<file path="src/rtl/cpu_pkg.sv">
// Shared definitions for the multi-cycle core: opcodes, FSM states,
// flag indices and instruction field positions.
package cpu_pkg;

   localparam logic [4:0] OP_ADD      = 5'd0;
   localparam logic [4:0] OP_SUB      = 5'd1;
   localparam logic [4:0] OP_OR       = 5'd2;
   localparam logic [4:0] OP_AND      = 5'd3;
   localparam logic [4:0] OP_XOR      = 5'd4;
   localparam logic [4:0] OP_SL       = 5'd5;
   localparam logic [4:0] OP_SR       = 5'd6;
   localparam logic [4:0] OP_IMM_BASE = 5'd7;
   localparam logic [4:0] OP_IMM_LAST = 5'd13;
   localparam logic [4:0] OP_GT       = 5'd14;
   localparam logic [4:0] OP_LT       = 5'd15;
   localparam logic [4:0] OP_EQ       = 5'd16;
   localparam logic [4:0] OP_BR       = 5'd17;
   localparam logic [4:0] OP_STW      = 5'd18;
   localparam logic [4:0] OP_LDW      = 5'd19;
   localparam logic [4:0] OP_BRZ      = 5'd20;
   localparam logic [4:0] OP_BRN      = 5'd21;
   localparam logic [4:0] OP_HALT     = 5'd31;

   localparam int FLAG_Z  = 0;
   localparam int FLAG_N  = 1;
   localparam int FLAG_W  = 2;

   localparam int INSTR_W = 16;
   localparam int OP_MSB  = 15;
   localparam int OP_LSB  = 11;
   localparam int RD_MSB  = 10;
   localparam int RD_LSB  = 8;
   localparam int RA_MSB  = 7;
   localparam int RA_LSB  = 5;
   localparam int RB_MSB  = 4;
   localparam int RB_LSB  = 2;
   localparam int IMM_MSB = 4;
   localparam int IMM_LSB = 0;

   typedef enum logic [2:0] {
      ST_FETCH  = 3'd0,
      ST_DECODE = 3'd1,
      ST_EXEC   = 3'd2,
      ST_MEM    = 3'd3,
      ST_WB     = 3'd4,
      ST_HALT   = 3'd5
   } state_e;

   // Opcodes 0..16 go through the ALU and update the flags.
   function automatic logic is_alu_op(input logic [4:0] op);
      return (op <= OP_EQ);
   endfunction

   // Immediate forms 7..13 share the function of register forms 0..6.
   function automatic logic [4:0] alu_fn(input logic [4:0] op);
      if ((op >= OP_IMM_BASE) && (op <= OP_IMM_LAST)) begin
         return op - OP_IMM_BASE;
      end else begin
         return op;
      end
   endfunction

   // Only register-form ALU ops and stores consume R[rb]; everything else takes imm.
   function automatic logic uses_rb(input logic [4:0] op);
      return (op <= OP_SR) || (op == OP_STW);
   endfunction

endpackage

</file>
<file path="src/rtl/cpu_alu.sv">
// Combinational ALU: arithmetic/logic/shift/compare with zero and negative flags.
module cpu_alu
   import cpu_pkg::*;
#(
   parameter int DATA_W = 16
) (
   input  logic [4:0]        op_i,
   input  logic [DATA_W-1:0] a_i,
   input  logic [DATA_W-1:0] b_i,
   output logic [DATA_W-1:0] result_o,
   output logic              z_o,
   output logic              n_o
);

   localparam int SH_W = $clog2(DATA_W);

   logic [4:0]      fn_s;
   logic [SH_W-1:0] sh_s;

   // Result select; compares yield a single-bit 0/1 value.
   always_comb begin
      fn_s     = alu_fn(op_i);
      sh_s     = b_i[SH_W-1:0];
      result_o = '0;
      case (fn_s)
         OP_ADD:  result_o = a_i + b_i;
         OP_SUB:  result_o = a_i - b_i;
         OP_OR:   result_o = a_i | b_i;
         OP_AND:  result_o = a_i & b_i;
         OP_XOR:  result_o = a_i ^ b_i;
         OP_SL:   result_o = a_i << sh_s;
         OP_SR:   result_o = a_i >> sh_s;
         OP_GT:   result_o = {{(DATA_W-1){1'b0}}, (a_i > b_i)};
         OP_LT:   result_o = {{(DATA_W-1){1'b0}}, (a_i < b_i)};
         OP_EQ:   result_o = {{(DATA_W-1){1'b0}}, (a_i == b_i)};
         default: result_o = '0;
      endcase
      z_o = (result_o == '0);
      n_o = result_o[DATA_W-1];
   end

endmodule

</file>
<file path="src/rtl/cpu_mc.sv">
// Multi-cycle 8-register core: FETCH/DECODE/EXEC/MEM/WB/HALT over a single
// req/ready memory port shared by instruction fetch and load/store.
module cpu_mc
   import cpu_pkg::*;
#(
   parameter int DATA_W   = 16,
   parameter int ADDR_W   = 16,
   parameter int RESET_PC = 0
) (
   input  logic              CLK,
   input  logic              reset,
   output logic              mem_req,
   output logic              mem_we,
   output logic [ADDR_W-1:0] mem_addr,
   output logic [DATA_W-1:0] mem_wdata,
   input  logic [DATA_W-1:0] mem_rdata,
   input  logic              mem_ready,
   output logic [ADDR_W-1:0] pc,
   output logic              retire,
   output logic              halted
);

   localparam logic [ADDR_W-1:0] PC_RST = ADDR_W'(RESET_PC);

   state_e               state_q, state_d;
   logic [ADDR_W-1:0]    pc_q, pc_d;
   logic [INSTR_W-1:0]   ir_q, ir_d;
   logic [DATA_W-1:0]    mdr_q, mdr_d;
   logic [DATA_W-1:0]    a_q, a_d;
   logic [DATA_W-1:0]    b_q, b_d;
   logic [DATA_W-1:0]    res_q, res_d;
   logic [FLAG_W-1:0]    flags_q, flags_d;
   logic                 req_q, req_d;
   logic [DATA_W-1:0]    regs_q [8];

   logic                 rf_we_s;
   logic [DATA_W-1:0]    rf_wdata_s;
   logic                 retire_s;
   logic                 xfer_s;
   logic [4:0]           op_s;
   logic [2:0]           rd_s, ra_s, rb_s;
   logic [DATA_W-1:0]    imm_s;
   logic [ADDR_W-1:0]    pc_inc_s, br_tgt_s;
   logic [DATA_W-1:0]    alu_res_s;
   logic                 alu_z_s, alu_n_s;

   assign op_s     = ir_q[OP_MSB:OP_LSB];
   assign rd_s     = ir_q[RD_MSB:RD_LSB];
   assign ra_s     = ir_q[RA_MSB:RA_LSB];
   assign rb_s     = ir_q[RB_MSB:RB_LSB];
   assign imm_s    = DATA_W'(ir_q[IMM_MSB:IMM_LSB]);
   assign pc_inc_s = pc_q + ADDR_W'(1);
   assign br_tgt_s = ADDR_W'(a_q + imm_s);
   // A ready seen while no request is outstanding must not advance the FSM.
   assign xfer_s   = req_q & mem_ready;

   cpu_alu #(.DATA_W(DATA_W)) u_alu (
      .op_i     (op_s),
      .a_i      (a_q),
      .b_i      (b_q),
      .result_o (alu_res_s),
      .z_o      (alu_z_s),
      .n_o      (alu_n_s)
   );

   // Next-state, datapath latches and retire strobe.
   always_comb begin
      state_d    = state_q;
      pc_d       = pc_q;
      ir_d       = ir_q;
      mdr_d      = mdr_q;
      a_d        = a_q;
      b_d        = b_q;
      res_d      = res_q;
      flags_d    = flags_q;
      rf_we_s    = 1'b0;
      rf_wdata_s = res_q;
      retire_s   = 1'b0;
      case (state_q)
         ST_FETCH: begin
            if (xfer_s) begin
               ir_d    = mem_rdata[INSTR_W-1:0];
               state_d = ST_DECODE;
            end else begin
               state_d = ST_FETCH;
            end
         end
         ST_DECODE: begin
            a_d     = regs_q[ra_s];
            b_d     = uses_rb(op_s) ? regs_q[rb_s] : imm_s;
            state_d = ST_EXEC;
         end
         ST_EXEC: begin
            if (is_alu_op(op_s)) begin
               res_d          = alu_res_s;
               flags_d[FLAG_Z] = alu_z_s;
               flags_d[FLAG_N] = alu_n_s;
               state_d        = ST_WB;
            end else begin
               case (op_s)
                  OP_BR: begin
                     pc_d     = br_tgt_s;
                     retire_s = 1'b1;
                     state_d  = ST_FETCH;
                  end
                  OP_BRZ: begin
                     pc_d     = flags_q[FLAG_Z] ? br_tgt_s : pc_inc_s;
                     retire_s = 1'b1;
                     state_d  = ST_FETCH;
                  end
                  OP_BRN: begin
                     pc_d     = flags_q[FLAG_N] ? br_tgt_s : pc_inc_s;
                     retire_s = 1'b1;
                     state_d  = ST_FETCH;
                  end
                  OP_STW, OP_LDW: state_d = ST_MEM;
                  OP_HALT:        state_d = ST_HALT;
                  default: begin
                     pc_d     = pc_inc_s;
                     retire_s = 1'b1;
                     state_d  = ST_FETCH;
                  end
               endcase
            end
         end
         ST_MEM: begin
            if (xfer_s) begin
               if (op_s == OP_LDW) begin
                  mdr_d   = mem_rdata;
                  state_d = ST_WB;
               end else begin
                  pc_d     = pc_inc_s;
                  retire_s = 1'b1;
                  state_d  = ST_FETCH;
               end
            end else begin
               state_d = ST_MEM;
            end
         end
         ST_WB: begin
            rf_we_s    = 1'b1;
            rf_wdata_s = (op_s == OP_LDW) ? mdr_q : res_q;
            pc_d       = pc_inc_s;
            retire_s   = 1'b1;
            state_d    = ST_FETCH;
         end
         ST_HALT: state_d = ST_HALT;
         default: state_d = ST_FETCH;
      endcase
      req_d = (state_d == ST_FETCH) || (state_d == ST_MEM);
   end

   // State, datapath and register file; reset abandons any pending transfer.
   always_ff @(posedge CLK) begin
      if (!reset) begin
         state_q <= ST_FETCH;
         pc_q    <= PC_RST;
         ir_q    <= '0;
         mdr_q   <= '0;
         a_q     <= '0;
         b_q     <= '0;
         res_q   <= '0;
         flags_q <= '0;
         req_q   <= 1'b0;
         for (int i = 0; i < 8; i++) begin
            regs_q[i] <= '0;
         end
      end else begin
         state_q <= state_d;
         pc_q    <= pc_d;
         ir_q    <= ir_d;
         mdr_q   <= mdr_d;
         a_q     <= a_d;
         b_q     <= b_d;
         res_q   <= res_d;
         flags_q <= flags_d;
         req_q   <= req_d;
         if (rf_we_s) begin
            regs_q[rd_s] <= rf_wdata_s;
         end
      end
   end

   assign mem_req   = req_q;
   assign mem_we    = (state_q == ST_MEM) && (op_s == OP_STW);
   assign mem_addr  = (state_q == ST_MEM) ? a_q[ADDR_W-1:0] : pc_q;
   assign mem_wdata = b_q;
   assign pc        = pc_q;
   assign retire    = retire_s & reset;
   assign halted    = (state_q == ST_HALT);

endmodule

</file>
<file path="config.mk">
export PLATFORM = sky130hd
export DESIGN_NAME = cpu_mc
export DESIGN_NICKNAME = d
export VERILOG_FILES = /design/src/rtl/cpu_pkg.sv /design/src/rtl/cpu_alu.sv /design/src/rtl/cpu_mc.sv
export SDC_FILE = /design/constraint.sdc
export NUM_CORES = 1
export LEC_CHECK = 0
export BUFFER_PORTS_ARGS = -buffer_cell sky130_fd_sc_hd__buf_2
export CAP_MARGIN = 30
export CELL_PAD_IN_SITES_DETAIL_PLACEMENT = 2
export CELL_PAD_IN_SITES_GLOBAL_PLACEMENT = 2
export CORE_ASPECT_RATIO = 1.75
export CORE_MARGIN = 2
export CORE_UTILIZATION = 44
export DETAILED_ROUTE_END_ITERATION = 7
export GPL_TIMING_DRIVEN = 0
export PLACE_DENSITY = 0.94
export SLEW_MARGIN = 20
export SYNTH_ARGS = -nofsm -noshare
export SYNTH_HDL_FRONTEND = slang
export SYNTH_SLANG_ARGS = --single-unit
export TNS_END_PERCENT = 50
</file>
<file path="constraint.sdc">
create_clock -name CLK -period 7.2 [get_ports CLK]
set_input_delay 1.08 -clock CLK [delete_from_list [all_inputs] [get_ports CLK]]
set_output_delay 1.08 -clock CLK [all_outputs]
set_load 0.01 [all_outputs]
</file>
==> flow_metrics.tcl, run 1 <==
set metrics [dict create \
    synth_edf_count 128 \
    grt_start_max_net_pins 19 \
    netlist_instances 1657 \
    synth.area.top_cells "edfxtp_1, dfxtp_1, mux4_2" \
    cts_buffers 20 \
    synth_top_area_cell "edfxtp_1" \
    dp.final_hpwl_um 62200 \
    async_reset_ff_share_pct 0 \
    post_cts_buffers 0 \
    initial_utilization_pct 44.7 \
    hold_buffers 0 \
    dpl_worst_slack_ns 1.77 \
    yosysTopAreaCellShare_pct 24.3 \
    gp_congestion 1.03 \
    ys_ff_latch 232 \
    clock_path_buffers 3 \
    grt_usage_pct 54.5 \
    dieHeight_um 255 \
    overflow 6 \
    ys.warnings.count 0 \
    fp-row-count 91 \
    yosysUniqueCellTypes 93 \
    dp_cells 2200 \
    post_cts_resize_count 0 \
    io_buffer_count 70 \
    die_w_um 147 \
    syn_nets 1740 \
    cts_sinks 232 \
    ys_seq_area_share_pct 37.5 \
    synth-main-ff-cell "edfxtp_1" \
    synthesis.area_per_instance_um2 9.53 \
    syn_area_mm2 0.0158 \
    haltStage "global routing" \
    num_io_pins 71 \
    run_status "did not finish" \
    tool.error "[ERROR GRT-0232] Routing congestion too high. Check the congestion heatmap in the GUI." \
    cts-root-buf "clkbuf_16" \
    htreeDepth 1 \
]
-- metal layers --
metal / GRT usage (%) / GRT overflow
met2: 84.4 / 1
met1: 51.5 / 0
met5: 0.921 / 0
met3: 21.2 / 0
met4: 62.8 / 5
-- metrics by stage --
step                instance area, um2  utilization (%)  hold WS, ns
CTS                              17500             49.6        0.500
floorplan                        15800                -        0.436
detailed placement               16800             47.6        0.469
global placement                 16700             47.4        0.441
-- kinds of logic after synthesis --
group | after synthesis | share of synthesized area (%)
adder cells (fa/ha/maj) | 64 | 5.21
multiplexers | 173 | 17.6
AND/OR/NAND/NOR | 599 | 16.9
XOR/XNOR | 20 | 1.11
buffers and inverters | 194 | 5.09
AO/OA/AOI/OAI | 375 | 16.6
flip-flops | 232 | 37.5
-- synth_stat cells, types with 6 or more instances --
library cell	number
nand2_1	167
o32ai_1	13
mux2i_1	84
xnor2_1	19
nor2_1	257
o211ai_1	15
a221oi_1	11
and2_1	15
a2111oi_0	6
o211a_1	6
nor3_1	36
a21oi_1	96
a31oi_1	6
mux4_2	78
a211oi_1	40
dfxtp_1	104
o21ai_0	61
o22ai_1	12
edfxtp_1	128
a221o_1	7
mux2_2	7
inv_1	65
o2111ai_1	9
and3_1	20
nand3_1	29
nand2b_1	7
ha_1	61
clkbuf_1	84
or3_1	7
buf_1	13
buf_2	18
a22oi_1	13
nor4_1	11
o21bai_1	7
a21o_1	8
nor2b_1	16
nand4_1	7
==> run 2, diff against run 1 <==
Settings changed: CELL_PAD_IN_SITES_DETAIL_PLACEMENT 2 to unset, CELL_PAD_IN_SITES_GLOBAL_PLACEMENT 2 to unset, CORE_ASPECT_RATIO 1.75 to unset, CORE_UTILIZATION 44 to 40, PLACE_DENSITY 0.94 to unset, PLACE_DENSITY_LB_ADDON set to 0.15.
==> flow_metrics.tcl, run 2 <==
set metrics [dict create \
    run_status "finished, final reports clean" \
    crit_path_start_kind "register" \
    final_common_cell "nor2_1" \
    clock_path_buffers 3 \
    slew_viol_final 0 \
    grt_setup_unrepaired "no" \
    fin_util_pct 45.8 \
    critical_path.cell_chain "clkbuf_1, inv_1, clkbuf_1, buf_1, ha_1, clkbuf_1, o21ai_0, o21ai_0, a221oi_1, xnor2_1, o211ai_1, or4_1, nor3_1, nand4_1, o22ai_1" \
    cpPeakStageDelay_ns 0.76 \
    drt-pass1-iter-count 7 \
    grt_start_max_net_pins 17 \
    synth_edf_count 128 \
    syn_nets 1740 \
    yosysMostFrequentCell "nor2_1" \
    initial_utilization_pct 40.7 \
    vias_per_cell 6.01 \
    placed_cell_area_mm2 0.0168 \
    end_kind "register" \
    min_period_ns 5.13 \
    grt_use_met3_pct 3.71 \
    grt_usage_pct 27.9 \
    hold_buffers 0 \
    wl_um 58000 \
    ys.warnings.count 0 \
    antenna_found_initial 0 \
    clk_pin_slew_ns 0.07 \
    htreeDepth 1 \
    overflow 0 \
    final_area_mm2 0.0178 \
    synth.area.top_cells "edfxtp_1, dfxtp_1, mux4_2" \
    synth_common_cells "nor2_1, nand2_1, edfxtp_1" \
    netlist_instances 1657 \
    post-route-period-util_pct 71.2 \
    grt_pass1_wl_um 85700 \
    final_cell_mix "nor2_1, nand2_1, edfxtp_1" \
    cts-root-buf "clkbuf_16" \
    wl_per_cell_um 25.2 \
    top_register "regs_q" \
    yosysUniqueCellTypes 93 \
    crit_path_frequent_cell "clkbuf_1" \
    synthesis.area_per_instance_um2 9.53 \
    core_mm2 0.0388 \
    gp_congestion 0.997 \
    crit_arrival_ns 5.61 \
    cp_max_fo 11 \
    first_global_vias 13291 \
    dp.final_hpwl_um 46700 \
    io_buffer_count 70 \
    dieHeight_um 203 \
    syn2layout_area_growth_pct 12.6 \
    nNetsFinal 1848 \
    stdcell_count 2304 \
    grt_use_met2_pct 46.8 \
    relSlewSlack_pct 32.6 \
    n_fill_cell 3753 \
    worst_pin_slew_ns 1.00 \
    cts_sinks 232 \
    fp-row-count 72 \
    final_layout_size_suffix_gt1_share_pct 14.7 \
    min_path_type "register to register" \
    critPathRequiredTime_ns 7.68 \
    tns_ns 0 \
    use_met1_pct 36.0 \
    yosysTopAreaCellShare_pct 24.3 \
    largest_register_ff_count 128 \
    num_vias 13845 \
    synth-main-ff-cell "edfxtp_1" \
    cp_slowest_cell "a221oi_1" \
    setup_violations 0 \
    clock_latency_ns 0.56 \
    hold_viol_final 0 \
    crit_type "register to register" \
    first_iter_violations 1495 \
    ir_drop_mv 0.169 \
    cts_tree "built" \
    die_area_mm2 0.0411 \
    async_reset_ff_share_pct 0 \
    skew_ns 0.0213 \
    post_cts_resize_count 0 \
    die_w_um 203 \
    dp_cells 2249 \
    synth_top_area_cell "edfxtp_1" \
    syn_area_mm2 0.0158 \
    multi_input_area_mm2 0.00908 \
    grt-busiest-layer "met2" \
    p_per_area_mw_per_mm2 208 \
    cts_buffers 27 \
    ys_ff_latch 232 \
    hold_depth 2 \
    ys_seq_area_share_pct 37.5 \
    whs_ns 0.453 \
    insertedDiodeCount 0 \
    rr_worst_depth 15 \
    num_io_pins 71 \
    ant_nets 0 \
    post_cts_buffers 0 \
    regArea_mm2 0.00593 \
    drc_errors 0 \
    fmax_ghz 0.195 \
    maxCapViolCount 0 \
    p_leak_uw 0.00620 \
]
[run 2: cell counts after synthesis]
No cell type changed its count.
[run 2: report_power, final]
| part | switching [uW] | leakage [uW] | internal (uW) |
|---|---|---|---|
| sequential | 58.6 | 0.00216 | 1440 |
| clock | 576 | 0.000448 | 825 |
| combinational | 512 | 0.00359 | 277 |
[run 2: layout make-up]
cell class	instances	area share [%]
Multi-Input combinational cell	1231	51.1
Sequential cell	232	33.3
Clock buffer	34	4.30
Tap cell	518	3.65
Buffer	124	3.04
Timing Repair Buffer	79	2.31
Inverter	70	1.48
Clock inverter	16	0.789
[run 2: layer usage]
layer  vias up  share of wire [%]
met5         -                  0
met4         0                4.8
met3       110                6.7
met2       572                 47
met1      6788                 41
li1       6375                  -
[run 2: kinds of logic after synthesis]
family / count (synthesis) / share of synthesized area [%]
xor gates and xnor gates: 20 / 1.11
buffers and inverters: 194 / 5.09
muxes: 173 / 17.6
and+or+nand+nor: 599 / 16.9
DFF: 232 / 37.5
adders and majority gates: 64 / 5.21
AOI/OAI and AO/OA: 375 / 16.6
[run 2: final timing paths]
check / start / endpoint / slack, ns
hold reg to reg: mdr_q[4] / mdr_q[4] / 0.45
setup / recovery: mem_wdata[2] / flags_q[0] / 2.07
hold / removal: mdr_q[4] / mdr_q[4] / 0.45
setup reg to reg: mem_wdata[2] / flags_q[0] / 2.07
[run 2: critical path, delay by kind of cell (launching register included)]
family | cells | cell delay (ns)
buffers and inverters | 5 | 1.66
AOI/OAI and AO/OA | 5 | 1.43
and+or+nand+nor | 3 | 1.06
DFF | 1 | 0.37
adders and majority gates | 1 | 0.34
xor gates and xnor gates | 1 | 0.19
[run 2: stage by stage]
stage / power [uW] / worst slack (ns)
floorplan: 2020 / 3.50
global placement: 2300 / 2.14
detailed placement: 2300 / 2.18
CTS: 3700 / 2.16
global route: 3820 / 1.81
finish: 3690 / 2.07
Power figures use the tool's default switching activity.
